[src/rtl/qid_instbuf.sv]
// qid_instbuf -- first-word-fall-through instruction buffer feeding the QID decoder.
//
// Accepts instructions from the fetch/host side and presents the head entry to the decoder
// without a read request: the opcode field on temp_opcode, the full word on head_inst.
// The head entry is opaque. An entry such as LQM_FB simply stays at the head until
// downstream asserts pop.
//
// Ports:
//   clk, rst         clock, synchronous active-high reset
//   flush            synchronous clear of all entries (error flags are kept)
//   in_valid/in_inst write request and instruction word; in_ready = !instbuf_full
//   pop              downstream consumed the head entry this cycle
//   temp_opcode      opcode of head entry, `INVALID_OPCODE while empty
//   head_inst        full head entry, zero while empty
//   instbuf_empty/instbuf_full/count   occupancy status
//   err_overflow/err_underflow         sticky misuse flags
//
// Optional feature macro: QID_INSTBUF_ERR_EN. When it is defined, the sticky error flags
// are implemented. When it is undefined, both flags are tied to zero.

`ifndef OPCODE_BW
`define OPCODE_BW 8
`endif
`ifndef INVALID_OPCODE
`define INVALID_OPCODE {`OPCODE_BW{1'b1}}
`endif

module qid_instbuf #(
    parameter int INST_BW = 64,
    parameter int DEPTH   = 16,
    parameter int PTR_BW  = $clog2(DEPTH)
) (
    input  logic                  clk,
    input  logic                  rst,
    input  logic                  flush,
    input  logic                  in_valid,
    input  logic [INST_BW-1:0]    in_inst,
    output logic                  in_ready,
    input  logic                  pop,
    output logic [`OPCODE_BW-1:0] temp_opcode,
    output logic [INST_BW-1:0]    head_inst,
    output logic                  instbuf_empty,
    output logic                  instbuf_full,
    output logic [PTR_BW:0]       count,
    output logic                  err_overflow,
    output logic                  err_underflow
);

    localparam logic [PTR_BW-1:0] PTR_ONE   = PTR_BW'(1);
    localparam logic [PTR_BW:0]   CNT_ONE   = (PTR_BW + 1)'(1);
    localparam logic [PTR_BW:0]   CNT_DEPTH = (PTR_BW + 1)'(DEPTH);

    logic [INST_BW-1:0] mem [DEPTH];
    logic [PTR_BW-1:0]  rd_ptr;
    logic [PTR_BW-1:0]  wr_ptr;
    logic [PTR_BW:0]    count_r;
    logic [PTR_BW:0]    count_nxt;
    logic               empty_r;
    logic               full_r;
    logic               push;
    logic               popv;
    logic [INST_BW-1:0] head_raw;

    // in_ready comes from registered state only, so a full buffer never writes through
    // even when the head is being popped in the same cycle.
    assign in_ready = ~full_r;
    assign push     = in_valid & in_ready;
    assign popv     = pop & ~empty_r;

    always_comb begin
        count_nxt = count_r;
        if (flush) begin
            count_nxt = '0;
        end else if (push && !popv) begin
            count_nxt = count_r + CNT_ONE;
        end else if (popv && !push) begin
            count_nxt = count_r - CNT_ONE;
        end
    end

    // Control state: pointers, occupancy and the flags derived from next-state count.
    always_ff @(posedge clk) begin
        if (rst) begin
            rd_ptr  <= '0;
            wr_ptr  <= '0;
            count_r <= '0;
            empty_r <= 1'b1;
            full_r  <= 1'b0;
        end else begin
            if (flush) begin
                rd_ptr <= '0;
                wr_ptr <= '0;
            end else begin
                if (push) wr_ptr <= wr_ptr + PTR_ONE;
                if (popv) rd_ptr <= rd_ptr + PTR_ONE;
            end
            count_r <= count_nxt;
            empty_r <= (count_nxt == '0);
            full_r  <= (count_nxt == CNT_DEPTH);
        end
    end

    // Storage is not reset. Pointers and count alone decide what is valid. A push that
    // coincides with flush or rst is discarded.
    always_ff @(posedge clk) begin
        if (push && !flush && !rst) begin
            mem[wr_ptr] <= in_inst;
        end
    end

    assign head_raw      = mem[rd_ptr];
    assign head_inst     = empty_r ? '0 : head_raw;
    assign temp_opcode   = empty_r ? `INVALID_OPCODE : head_raw[INST_BW-1 -: `OPCODE_BW];
    assign instbuf_empty = empty_r;
    assign instbuf_full  = full_r;
    assign count         = count_r;

`ifdef QID_INSTBUF_ERR_EN
    logic ovf_r;
    logic udf_r;

    // The flags are sticky until rst. A flush does not clear them.
    always_ff @(posedge clk) begin
        if (rst) begin
            ovf_r <= 1'b0;
            udf_r <= 1'b0;
        end else begin
            if (in_valid && full_r) ovf_r <= 1'b1;
            if (pop && empty_r)     udf_r <= 1'b1;
        end
    end

    assign err_overflow  = ovf_r;
    assign err_underflow = udf_r;
`else
    assign err_overflow  = 1'b0;
    assign err_underflow = 1'b0;
`endif

endmodule
[config.mk]
export PLATFORM = sky130hd
export DESIGN_NAME = qid_instbuf
export DESIGN_NICKNAME = d
export VERILOG_FILES = /design/src/rtl/qid_instbuf.sv
export SDC_FILE = /design/constraint.sdc
export NUM_CORES = 1
export LEC_CHECK = 0
export ABC_AREA = 1
export CORE_MARGIN = 1.5
export CORE_UTILIZATION = 48
export DETAILED_ROUTE_END_ITERATION = 12
export PLACE_DENSITY = 0.65
export SLEW_MARGIN = 20
export SYNTH_ARGS = -nofsm -noshare
export SYNTH_HDL_FRONTEND = slang
export SYNTH_SLANG_ARGS = --single-unit
[constraint.sdc]
create_clock -name clk -period 8.2 [get_ports clk]
set_clock_uncertainty 0.15 [all_clocks]
set_input_delay 2.46 -clock clk [delete_from_list [all_inputs] [get_ports clk]]
set_output_delay 2.46 -clock clk [all_outputs]
set_load 0.01 [all_outputs]
==> impl_metrics.tcl <==
set metrics [dict create \
    switching_power_mw 2.32 \
    max_slew_margin_pct 26.7 \
    netlist_area_um2 41200 \
    finalSetupViolCount 0 \
    fin_util_pct 55.3 \
    yosys.area.top_type "edfxtp_1" \
    crit_path_cell_trace "inv_4 > buf_4 > o21ai_0 > o211ai_1 > nand3_1 > a21oi_1 > clkdlybuf4s50_1" \
    drtIter0Drc 2501 \
    period_needed_ns 6.81 \
    crit_required_ns 5.59 \
    areaGrowthSynthToFinish_pct 14.3 \
    synth_xor_area_share_pct 0.0425 \
    internal_power_mw 8.76 \
    hold_viol_final 0 \
    power_density_nw_per_um2 235 \
    drc 0 \
    clock_sinks 1043 \
    cts_max_level 3 \
    io_pins 151 \
    synth_compound_area_share_pct 12.0 \
    grt_pass1_vias 25400 \
    gr-total-overflow 0 \
    synthAdderAreaFrac_pct 0.213 \
    start_util_pct 48.4 \
    yosys.area_share.simple_pct 9.31 \
    antenna_left 0 \
    worstPathArrival_ns 4.20 \
    synthTopCellsByArea "edfxtp_1 (75%), nor2_1 (7.0%), o21ai_0 (5.1%), o211ai_1 (4.7%), nand3_1 (1.8%)" \
    crit_fanout 73 \
    fmax_mhz 147 \
    seqPwrFrac_pct 53.2 \
    final_cells 4446 \
    synth_top_area_share_pct 74.6 \
    numCtsBuffers 103 \
    vias 26100 \
    setup_slack_ns 1.39 \
    critical_path_class "reg2out" \
    rsz0062_at_grt "false" \
    post-route-period-util_pct 83.0 \
    cpLargestDelayFamily "buffers and inverters" \
    status "completed" \
    cts_hold_buf 0 \
    die_area_um2 87600 \
    ys_ff_latch 1043 \
    cpMaxStageDelayCell "inv_4" \
    drt-pass1-iter-count 5 \
    die_w_um 296 \
    synth_mux_area_share_pct 0 \
    final_nets 3291 \
    io_buffers 148 \
    start_kind "register" \
    drv_slew 0 \
    hpwl_um 49200 \
    synth_cells 3140 \
    cap_violations 0 \
    routed_via_density 5.86 \
    grt_pass1_wl_um 153000 \
    finalWeightedCongestion 0.779 \
    grt.total_usage_pct 23.1 \
    synth_warnings 0 \
    drt-total-wl_um 101000 \
    syn_area_per_cell_um2 13.1 \
    wl_per_cell_um 22.8 \
    post-place-ws_ns 2.11 \
    cts_tree "yes" \
    total_power_mw 11.1 \
    p_leak_nw 14.8 \
    ys_seq_area_share_pct 75.5 \
    synth_top_family_by_area "compound AO/OA/AOI/OAI gates" \
    clk_latency_ns 0.65 \
    yosys_most_used_dff "edfxtp_1" \
    p_sw_share_pct 20.9 \
    holdCritPathClass "reg2reg" \
    antenna_found_initial 6 \
    die_height_um 296 \
    postSynth.asyncResetShare_pct 0 \
    slowest_delay_ns 0.74 \
    clockBufferDepth 3 \
    power_frac_clock_pct 42.2 \
    ctsResizeCount 0 \
    vdd_ir_drop_max_mv 0.172 \
    placement_rows 107 \
    pwr-share-comb_pct 4.6 \
    num-fill-cells 6747 \
    cp_num_buf_inv 3 \
    synth_edf_count 1024 \
    path_clk_slew_ns 0.06 \
    ys_types 25 \
    drive_above_1_share_pct 6.40 \
    grt_max_degree 222 \
    dp.cells 4253 \
    cts_setup_buffers 0 \
    final.setup.tns_ns 0 \
    end_kind "output port" \
    cts-root-buf "clkbuf_16" \
    tightest_slew_ns 1.10 \
    core-area_um2 85100 \
]
## metrics by stage
step                hold WS, ns  area [um^2]
finish                    0.348        47100
global route              0.355        47100
CTS                       0.343        47100
detailed placement        0.328        43700
global placement          0.323        43700
floorplan                 0.305        41200
## power by group through the flow
stage / logic, mW / registers [mW] / clock network, mW
6_report: 0.511 / 5.89 / 4.67
5_1_grt: 0.563 / 5.89 / 4.93
4_1_cts: 0.513 / 5.89 / 4.73
3_3_place_gp: 0.496 / 6.00 / 0
3_5_place_dp: 0.510 / 6.01 / 0
2_1_floorplan: 0.264 / 5.99 / 0
## layer usage
metal	GRT usage [%]	vias up	wire length [um]
met5	0	-	12
met1	32.5	13100	43100
li1	-	11800	-
met4	6.72	2	2250
met3	3.69	156	7730
met2	37.5	1026	48400
## tightest hold or removal path: cells and delay by family, from the launching register on
kind | cells | cell delay, ns
buf+inv | 1 | 0.06
flops | 1 | 0.33
compound gates | 1 | 0.07
## cells in the mapped netlist (2+ instances only)
library cell  instances
inv_2                 2
buf_2                28
clkbuf_1            122
nand4_1               3
ha_1                  7
nor3_1                2
inv_1                35
nand2_1              37
buf_1                26
o21ai_1              98
a21oi_1              88
buf_6                 2
nor2_1              773
o211ai_1            256
dfxtp_1              19
o21ai_0             418
edfxtp_1           1024
buf_4                43
nand3_1             151
## cell type report
| cell class | count | area [um^2] | share of cell area [%] |
|---|---|---|---|
| flip-flops and latches | 1043 | 31100 | 66.1 |
| multi-input cells | 1839 | 9010 | 19.1 |
| clock buffers | 124 | 2680 | 5.68 |
| repair buffers | 190 | 2000 | 4.24 |
| well taps | 1144 | 1430 | 3.04 |
| clock inverters | 64 | 671 | 1.42 |
| inverters | 38 | 156 | 0.332 |
| diodes | 4 | 10.0 | 0.0212 |
## placed cells by master, fill, tap and decap left out, types with 3 or more instances in the layout
master,n
clkinv_2,15
inv_6,3
clkinv_1,25
clkinvlp_4,5
nor2_4,16
clkbuf_1,20
dfxtp_4,5
nand3_1,151
clkinv_8,3
o21ai_1,98
buf_4,26
clkbuf_16,104
inv_1,33
dfxtp_1,14
nor2_1,757
o211ai_1,256
bufinv_16,12
buf_12,14
diode_2,4
ha_1,7
a21oi_1,88
edfxtp_1,1024
o21ai_0,418
clkdlybuf4s50_1,148
nand2_1,37
nand4_1,3
## registers in the layout, indices dropped and copies added, names as in the netlist, named ones only
signal / cells
wr_ptr: 4
rd_ptr: 4
instbuf_full: 1
count: 5
instbuf_empty: 1
mem: 1024
## cells by family after synthesis
group	after synthesis
AO/OA/AOI/OAI	860
XOR/XNOR	2
adder cells (fa/ha/maj)	7
buffers and inverters	259
flip-flops	1043
other	1
AND/OR/NAND/NOR	968
## path summary, 6_finish.rpt
kind	from	to	slack (ns)	cells after the start
max	register	head_inst[43]	1.39	7
min	rd_ptr[2]	register	0.35	2
max reg2reg	instbuf_full	mem[5][40]	5.07	4
min reg2reg	rd_ptr[2]	register	0.35	2
Note: power is estimated with default switching activity, not from simulation.
